**src/rtl/ecg_pkg.sv**
```systemverilog
// Shared definitions for the pooling/packing datapath: widths, controller
// state codes, legal window sizes and the layer-end FSM state type.
package ecg_pkg;

   localparam int BYTE_W   = 8;
   localparam int HALF_W   = 32;
   localparam int EIGHTB_W = 64;
   localparam int LANES    = EIGHTB_W / BYTE_W;

   localparam logic [5:0] CS_CAL       = 6'd4;
   localparam logic [5:0] CS_LAYER_END = 6'd8;

   localparam logic [3:0] P_2 = 4'd2;
   localparam logic [3:0] P_4 = 4'd4;
   localparam logic [3:0] P_5 = 4'd5;
   localparam logic [3:0] P_8 = 4'd8;

   typedef enum logic [1:0] {
      ST_RUN   = 2'd0,
      ST_DRAIN = 2'd1,
      ST_FLUSH = 2'd2
   } pool_state_e;

   function automatic logic p_legal(input logic [3:0] p);
      return (p == P_2) || (p == P_4) || (p == P_5) || (p == P_8);
   endfunction

   function automatic logic signed [BYTE_W-1:0] smax8(input logic signed [BYTE_W-1:0] a,
                                                      input logic signed [BYTE_W-1:0] b);
      return (a > b) ? a : b;
   endfunction

endpackage

```
**src/rtl/pool_max_tree.sv**
```systemverilog
// Masked signed int8 max over one 8-byte window, split into a pairwise first
// level and a 4-to-1 second level so a pipeline register can sit between them.
module pool_max_tree
   import ecg_pkg::*;
(
   input  logic [EIGHTB_W-1:0]      win_i,
   input  logic [3:0]               p_i,
   output logic [HALF_W-1:0]        pair_o,
   input  logic [HALF_W-1:0]        pair_i,
   output logic signed [BYTE_W-1:0] max_o
);

   logic signed [BYTE_W-1:0] masked [LANES];
   logic signed [BYTE_W-1:0] m01;
   logic signed [BYTE_W-1:0] m23;

   // Bytes beyond the window size become -128 so they never win.
   always_comb begin
      for (int i = 0; i < LANES; i++) begin
         masked[i] = (4'(i) < p_i) ? win_i[i*BYTE_W +: BYTE_W] : 8'h80;
      end
      pair_o = '0;
      for (int k = 0; k < LANES/2; k++) begin
         pair_o[k*BYTE_W +: BYTE_W] = smax8(masked[2*k], masked[2*k+1]);
      end
   end

   always_comb begin
      m01   = smax8(pair_i[0*BYTE_W +: BYTE_W], pair_i[1*BYTE_W +: BYTE_W]);
      m23   = smax8(pair_i[2*BYTE_W +: BYTE_W], pair_i[3*BYTE_W +: BYTE_W]);
      max_o = smax8(m01, m23);
   end

endmodule

```
**src/rtl/pool_pack_unit.sv**
```systemverilog
// Two-stage max-pool (optional ReLU) followed by an 8-lane byte packer that
// emits 64-bit SRAM write words and flushes a partial word at layer end.
module pool_pack_unit
   import ecg_pkg::*;
#(
   parameter int         ADDR_W       = 10,
   parameter logic [5:0] LAYER_END_CS = CS_LAYER_END,
   parameter logic [5:0] CAL_CS       = CS_CAL
)(
   input  logic                clk_cal,
   input  logic                rst_cal_n,
   input  logic [5:0]          or_cs,
   input  logic [EIGHTB_W-1:0] pool_idata,
   input  logic                pool_idata_vld,
   input  logic [3:0]          P,
   input  logic                relu_en,
   output logic [EIGHTB_W-1:0] pool_wdata,
   output logic [LANES-1:0]    pool_wbe,
   output logic                pool_wdata_vld,
   output logic [ADDR_W-1:0]   pool_waddr,
   output logic                pool_busy,
   output logic                pool_err
);

   function automatic logic signed [BYTE_W-1:0] relu8(input logic signed [BYTE_W-1:0] x,
                                                      input logic en);
      return (en && (x < 0)) ? 8'sd0 : x;
   endfunction

   pool_state_e              state_q, state_d;
   logic                     end_cs_q, end_cs_d, end_now, accept;
   logic [HALF_W-1:0]        pair_w, pair_p1_q, pair_p1_d;
   logic                     vld_p1_q, vld_p1_d, vld_p2_q, vld_p2_d;
   logic signed [BYTE_W-1:0] max_w, res_p2_q, res_p2_d;
   logic [2:0]               pack_cnt_q, pack_cnt_d;
   logic [EIGHTB_W-1:0]      pack_word_q, pack_word_d;
   logic [EIGHTB_W-1:0]      wdata_q, wdata_d;
   logic [LANES-1:0]         wbe_q, wbe_d;
   logic                     wvld_q, wvld_d;
   logic                     flush_strobe_q, flush_strobe_d;
   logic [ADDR_W-1:0]        waddr_q, waddr_d;
   logic                     err_q, err_d;

   pool_max_tree u_max_tree (
      .win_i  (pool_idata),
      .p_i    (P),
      .pair_o (pair_w),
      .pair_i (pair_p1_q),
      .max_o  (max_w)
   );

   always_comb begin
      end_now        = (or_cs == LAYER_END_CS);
      accept         = pool_idata_vld && (state_q == ST_RUN) && p_legal(P);
      state_d        = state_q;
      end_cs_d       = end_now;
      // Stage 1: pairwise maxes of the masked window
      pair_p1_d      = accept ? pair_w : pair_p1_q;
      vld_p1_d       = accept;
      // Stage 2: final max and ReLU
      vld_p2_d       = vld_p1_q;
      res_p2_d       = vld_p1_q ? relu8(max_w, relu_en) : res_p2_q;
      pack_cnt_d     = pack_cnt_q;
      pack_word_d    = pack_word_q;
      wdata_d        = wdata_q;
      wbe_d          = wbe_q;
      wvld_d         = 1'b0;
      flush_strobe_d = 1'b0;
      waddr_d        = waddr_q;
      err_d          = err_q;

      if (pool_idata_vld && (state_q == ST_RUN) && !p_legal(P)) begin
         err_d = 1'b1;
      end

      // Packer: lanes fill in order; the word is cleared once emitted so a
      // partial flush naturally carries zeros in its unused lanes.
      if (vld_p2_q) begin
         pack_word_d[{pack_cnt_q, 3'b000} +: BYTE_W] = res_p2_q;
         pack_cnt_d = pack_cnt_q + 3'd1;
         if (pack_cnt_q == 3'd7) begin
            wdata_d     = pack_word_d;
            wbe_d       = 8'hFF;
            wvld_d      = 1'b1;
            pack_word_d = '0;
         end
      end

      // Address advances after the strobe; a flush strobe resets it instead.
      if (wvld_q) begin
         waddr_d = flush_strobe_q ? '0 : waddr_q + 1'b1;
      end

      unique case (state_q)
         ST_RUN: begin
            if (end_now && !end_cs_q) state_d = ST_DRAIN;
         end
         ST_DRAIN: begin
            if (!vld_p1_q && !vld_p2_q) state_d = ST_FLUSH;
         end
         ST_FLUSH: begin
            if (pack_cnt_q != 3'd0) begin
               wdata_d        = pack_word_q;
               wbe_d          = (8'd1 << pack_cnt_q) - 8'd1;
               wvld_d         = 1'b1;
               flush_strobe_d = 1'b1;
            end else begin
               waddr_d = '0;
            end
            pack_cnt_d  = 3'd0;
            pack_word_d = '0;
            err_d       = 1'b0;
            state_d     = ST_RUN;
         end
         default: state_d = ST_RUN;
      endcase
   end

   always_ff @(posedge clk_cal or negedge rst_cal_n) begin
      if (!rst_cal_n) begin
         state_q        <= ST_RUN;
         end_cs_q       <= 1'b0;
         pair_p1_q      <= '0;
         vld_p1_q       <= 1'b0;
         vld_p2_q       <= 1'b0;
         res_p2_q       <= '0;
         pack_cnt_q     <= '0;
         pack_word_q    <= '0;
         wdata_q        <= '0;
         wbe_q          <= '0;
         wvld_q         <= 1'b0;
         flush_strobe_q <= 1'b0;
         waddr_q        <= '0;
         err_q          <= 1'b0;
      end else begin
         state_q        <= state_d;
         end_cs_q       <= end_cs_d;
         pair_p1_q      <= pair_p1_d;
         vld_p1_q       <= vld_p1_d;
         vld_p2_q       <= vld_p2_d;
         res_p2_q       <= res_p2_d;
         pack_cnt_q     <= pack_cnt_d;
         pack_word_q    <= pack_word_d;
         wdata_q        <= wdata_d;
         wbe_q          <= wbe_d;
         wvld_q         <= wvld_d;
         flush_strobe_q <= flush_strobe_d;
         waddr_q        <= waddr_d;
         err_q          <= err_d;
      end
   end

   assign pool_wdata     = wdata_q;
   assign pool_wbe       = wbe_q;
   assign pool_wdata_vld = wvld_q;
   assign pool_waddr     = waddr_q;
   assign pool_err       = err_q;
   assign pool_busy      = vld_p1_q | vld_p2_q | (pack_cnt_q != 3'd0) | (state_q != ST_RUN);

endmodule

```
**config.mk**
```make
export PLATFORM = sky130hd
export DESIGN_NAME = pool_pack_unit
export DESIGN_NICKNAME = d
export VERILOG_FILES = /design/src/rtl/ecg_pkg.sv /design/src/rtl/pool_max_tree.sv /design/src/rtl/pool_pack_unit.sv
export SDC_FILE = /design/constraint.sdc
export NUM_CORES = 1
export LEC_CHECK = 0
export ABC_AREA = 1
export BUFFER_PORTS_ARGS = -buffer_cell sky130_fd_sc_hd__buf_2
export CAP_MARGIN = 20
export CORE_ASPECT_RATIO = 2
export CORE_MARGIN = 4
export CORE_UTILIZATION = 25
export CTS_CLUSTER_SIZE = 40
export DETAILED_ROUTE_END_ITERATION = 10
export HOLD_SLACK_MARGIN = 0.12
export PLACE_DENSITY = 0.44
export SLEW_MARGIN = 20
export SYNTH_ARGS = -nofsm -noshare
export SYNTH_HDL_FRONTEND = slang
export SYNTH_SLANG_ARGS = --single-unit
```
**constraint.sdc**
```tcl
create_clock -name clk_cal -period 4.1 [get_ports clk_cal]
set_input_delay 0.41 -clock clk_cal [delete_from_list [all_inputs] [get_ports clk_cal]]
set_output_delay 0.41 -clock clk_cal [all_outputs]
set_load 0.01 [all_outputs]
```
# Word level (Yosys, flattened, before mapping)
# Index checks and enable logic that the tools add are counted.
[classes]
add_sub_neg = 4
order_cmp = 16
eq_ne = 10
shifts = 3
mux = 45
n_bitwise = 3
n_reduce_logical = 19
[ops]
columns = ["operator", "count"]
rows = [
  ["2-to-1 mux 64 bit", 7],
  ["2-to-1 mux 8 bit", 20],
  ["bitwise mux 64 bit", 1],
  ["variable shift 8 x 8 -> 64 bit, first input constant", 1],
  ["indexed part select 8 x 8 -> 64 bit", 1],
  ["> comparator 8 bit", 7],
  ["2-to-1 mux 10 bit", 4],
  ["less-than comparator 3 x 4 -> 1 bit, first input constant", 4],
  ["adder 10 x 1 -> 10 bit, second input constant", 1],
  ["equality test 4 x 3 -> 1 bit, second input constant", 2],
  ["less-than comparator 1 x 4 -> 1 bit, first input constant", 2],
  ["less-than comparator 2 x 4 -> 1 bit, first input constant", 2],
  ["less-than comparator 8 x 1 -> 1 bit, second input constant", 1],
  ["2-to-1 mux 1 bit", 8],
  ["negator 6 -> 8 bit", 1],
  ["<< shifter 1 x 3 -> 8 bit, first input constant", 1],
  ["subtractor 8 x 1 -> 8 bit, second input constant", 1],
  ["equality test 6 x 4 -> 1 bit, second input constant", 1],
  ["logical AND 1 bit", 6],
  ["2-to-1 mux 3 bit", 2],
  ["nonzero test 2 bit", 3],
  ["equality test 4 x 2 -> 1 bit, second input constant", 1],
  ["equality test 4 bit, second input constant", 1],
  ["zero test 1 bit", 4],
  ["other kinds (13)", 18],
]
[word_totals]
ff_bits = 197
input_bits = 78
out_inout_bits = 85
wordCells = 114

# Longest topological paths before layout
[depth]
word_depth = 8
depth_mapped = 28
ltp_nobuf = 27

# Modules after synthesis
# From an unflattened synthesis, not the netlist that was laid out.
[hier_totals]
cells_unflattened = 1657
area_unflattened_um2 = 12065.3
[by_module_without_submodules]
columns = ["module", "n_inst", "cells_per_inst", "area_each_um2", "seq_area_each_um2"]
rows = [
  ["pool_pack_unit", 1, 1159, 9306.4, 4929.7],
  ["pool_max_tree", 1, 498, 2758.9, 0.0],
]

# Worst setup path after synthesis
# OpenSTA, ideal clock, no wires.
[synth_timing]
path_type = "input-to-reg"
start = "input port P[3]"
end = "register pair_p1_q[5]"
setup_ns = 0.129
arrival_time_ns = 3.163
required_time_ns = 3.971
setup_slack_ns = 0.808
path_stages = 17
path_buffers = 2
cell_sequence = "buf_2 > nor2_2 > clkinv_1 > nor2_1 > inv_1 > nor2_1 > nor2_1 > ha_1 > a21oi_1 > nor2_1 > o41ai_1 > o21ai_0 > o21ai_1 > clkbuf_1 > a21oi_1 > o21ai_0 > o21ai_0"
[synth_between]
elab_chain_len = 5
elab_cells_between_ends = 14
cone_classes = "order compare: 3; eq/ne: 4; mux: 3; reduce/logical: 4"
[synth_rtl]
columns = ["element", "line_no", "text"]
rows = [
  ["from (decl)", "pool_pack_unit.sv:15", "input logic [3:0] P,"],
  ["branches (longest 5 deep; another with > comparator 8 bit)", "-", ""],
  ["to (signal assigned)", "pool_pack_unit.sv:138", "pair_p1_q <= pair_p1_d;"],
  ["to (decl)", "pool_pack_unit.sv:32", "logic [HALF_W-1:0] pair_w, pair_p1_q, pair_p1_d;"],
]
# Parallel ways; which one is timed is not known.
# A chain may end at the register's enable or synchronous reset.

# Worst setup path in the final report
# Ends and elaborated chain as after synthesis.

==> impl_metrics.env <==
export IMPL_syn_to_final_growth_pct=18.61
export IMPL_power_density_mw_per_mm2=707.5
export IMPL_relSlewSlack_pct=35.66
export IMPL_io_pins=163
export IMPL_routedWlPerCell_um=18.87
export IMPL_synth_area_leaders="dfrtp_1 43%, inv_1 8.0%, nand2_1 7.6%"
export IMPL_drc=0
export IMPL_cts_sinks=197
export IMPL_rr_worst_depth=18
export IMPL_combPwrFrac_pct=48.3
export IMPL_synthesis_area_mm2=0.01137
export IMPL_detailroute_via_count=10364
export IMPL_layout_commonest_cell="inv_1"
export IMPL_async_reset_ff_share_pct=100.0
export IMPL_htreeDepth=4
export IMPL_rsz0062_at_grt="no"
export IMPL_endpoint_kind="register"
export IMPL_synth_edf_count=0
export IMPL_cts_buffers=17
export IMPL_max_vdd_ir_drop_mv=0.3113
export IMPL_rows=110
export IMPL_core_mm2=0.04501
export IMPL_cts_setup_buffers=0
export IMPL_synth_top_area_share_pct=43.34
export IMPL_clock_skew_ns=0.01798
export IMPL_synth_cell_types=41
export IMPL_yosys_area_share_adder_pct=7.041
export IMPL_hold_violations=0
export IMPL_clk_path_buf_depth=2
export IMPL_switchingPower_uw=4376
export IMPL_hold_buffers=1
export IMPL_netSwitchingFraction_pct=45.85
export IMPL_ys_seq_elements=197
export IMPL_utilization_pct=29.98
export IMPL_min_path_type="in2reg"
export IMPL_die_y_um=309.6
export IMPL_synth_flop_cell="dfrtp_1"
export IMPL_clock_latency_ns=0.45
export IMPL_dieArea_mm2=0.04918
export IMPL_critPathMaxFanout=16
export IMPL_setup_viol=0
export IMPL_firstDrtPassIters=5
export IMPL_ant_nets=0
export IMPL_layout_drive_gt1_share_pct=16.08
export IMPL_synth_avg_cell_area_um2=7.981
export IMPL_synth_top_family_by_area="simple AND/OR/NAND/NOR gates"
export IMPL_start_util_pct=25.27
export IMPL_synthCells=1425
export IMPL_start_kind="primary input"
export IMPL_period_minus_slack_ns=3.478
export IMPL_critPathKind="in2reg"
export IMPL_overflow=0
export IMPL_timing_setup_tns_ns=0
export IMPL_power_frac_seq_pct=32.9
export IMPL_synth_compound_area_share_pct=18.97
export IMPL_grt_start_max_net_pins=94
export IMPL_synthSimpleGateAreaFrac_pct=19.93
export IMPL_grtUsageTotal_pct=16.21
export IMPL_grt_pass1_vias=10536
export IMPL_maxSlewViolCount=0
export IMPL_clk_pin_slew_ns=0.09
export IMPL_final_cell_mix="243 x inv_1, 228 x nand2_1, 196 x dfrtp_1"
export IMPL_cts_resized=0
export IMPL_synth_net_count=1567
export IMPL_cp_arrival_ns=3.80
export IMPL_cts_tree="built"
export IMPL_fmax_mhz=287.5
export IMPL_leakagePower_uw=0.006874
export IMPL_vias_per_cell=4.857
export IMPL_seq_area_frac_synth_pct=43.34
export IMPL_internal_power_uw=5168
export IMPL_status="completed"
export IMPL_cp_required_ns=4.43
export IMPL_worst_pin_slew_ns=0.9651
export IMPL_drt_iter0_drc=455
export IMPL_dp_hpwl_mm=30.35
export IMPL_port_buffers=162
export IMPL_period_share_pct=84.82
export IMPL_hold_path_cell_count=2
export IMPL_num_nets_final=1702
export IMPL_wl_mm=40.27
export IMPL_synth_mux_area_share_pct=0
export IMPL_p_clk_share_pct=18.8
export IMPL_cts_root_buf="clkbuf_16"
export IMPL_grt_pass1_wl_mm=61.93
export IMPL_synthXorXnorAreaFrac_pct=0
export IMPL_synth_top_area_cell="dfrtp_1"
export IMPL_gp_congestion=0.8417
export IMPL_antenna_found_initial=1
export IMPL_dieWidth_um=158.8
export IMPL_drv_cap=0
export IMPL_ys_warn_count=0
through the flow:
stage	instances	setup WS (ns)	total power, uW	hold WS [ns]	instance area (um^2)
after floorplan	1425	0.8084	6189	0.1144	11370
after global placement	2100	0.2923	7818	0.4567	12850
after detailed placement	2100	0.1777	7891	0.4694	12850
after CTS	2133	0.6065	9745	0.1507	13490
after global routing	2133	0.2241	10430	0.1541	13490
final	2134	0.6223	9544	0.1605	13490
cell families (layout without fill, tap and decap cells):
logic type / Yosys count / after routing
DFF: 197 / 197
AOI/OAI and AO/OA: 352 / 352
buffers and inverters: 321 / 469
other: 0 / 1
and+or+nand+nor: 491 / 491
adders and majority gates: 64 / 64
power by group through the flow:
stage	sequential (uW)	clock (uW)	combinational, uW
after floorplan	3180	0	3010
after global placement	3200	0	4620
after detailed placement	3200	0	4690
after CTS	3170	1870	4710
after global routing	3230	1930	5270
final	3140	1790	4610
critical path: stages:
cell and delay, ns:
buf_2 0.18, nor2_2 0.21, clkinv_1 0.11, nor2_1 0.32, inv_1 0.20, nor2_1 0.44
nor2_1 0.11, ha_1 0.34, a21oi_1 0.16, nor2_1 0.06, o41ai_1 0.31, o21ai_0 0.13
o21ai_1 0.47, a21oi_1 0.12, o21ai_0 0.12, o21ai_0 0.11
layout make-up:
class                      instances  area (um^2)
sequential                       197         4931
tap                              560        700.7
inverter                         248        932.1
antenna                            1        2.502
timing repair buffer             189         1050
clock inverter                    15        203.9
clock buffer                      17        425.4
multi-input combinational        907         5245
fill                            4881        31520
per-layer routing:
layer	routed length, um	track usage [%]
met2	22700	32.73
met1	14500	16.28
met3	1326	2.047
met4	1746	7.556
met5	0	0
final timing paths:
path / startpoint / to / slack, ns
worst max-delay path: P[3] / pair_p1_q[5] / 0.62
worst min-delay path: or_cs[0] / end_cs_q / 0.16
worst max register to register: pair_p1_q[7] / res_p2_q[0] / 0.64
worst min register to register: pool_wbe[0] / pool_wbe[0] / 0.48
max in group asynchronous: rst_cal_n / pool_waddr[8] / 2.52
min in group asynchronous: rst_cal_n / pack_word_q[20] / 0.60
cells in the mapped netlist, types with 11 or more instances:
master,count
nor2_1,94
nor3_1,25
o22ai_1,60
nand2_1,230
dfrtp_1,197
a21oi_1,45
nand3_1,26
ha_1,64
o21ai_0,150
o221ai_1,64
clkbuf_1,58
buf_2,11
inv_1,243
nand4_1,81
flip-flops by register name, indices dropped and copies added, names as in the netlist:
| signal | flops |
|---|---|
| state_q | 2 |
| pool_wdata_vld | 1 |
| pool_waddr | 10 |
| pool_wdata | 64 |
| end_cs_q | 1 |
| pool_err | 1 |
| pack_word_q | 64 |
| res_p2_q | 8 |
| pair_p1_q | 32 |
| pack_cnt_q | 3 |
| pool_wbe | 8 |
| flush_strobe_q | 1 |
| vld_p1_q | 1 |
| vld_p2_q | 1 |
No activity file was read; power rests on OpenSTA's default activity.
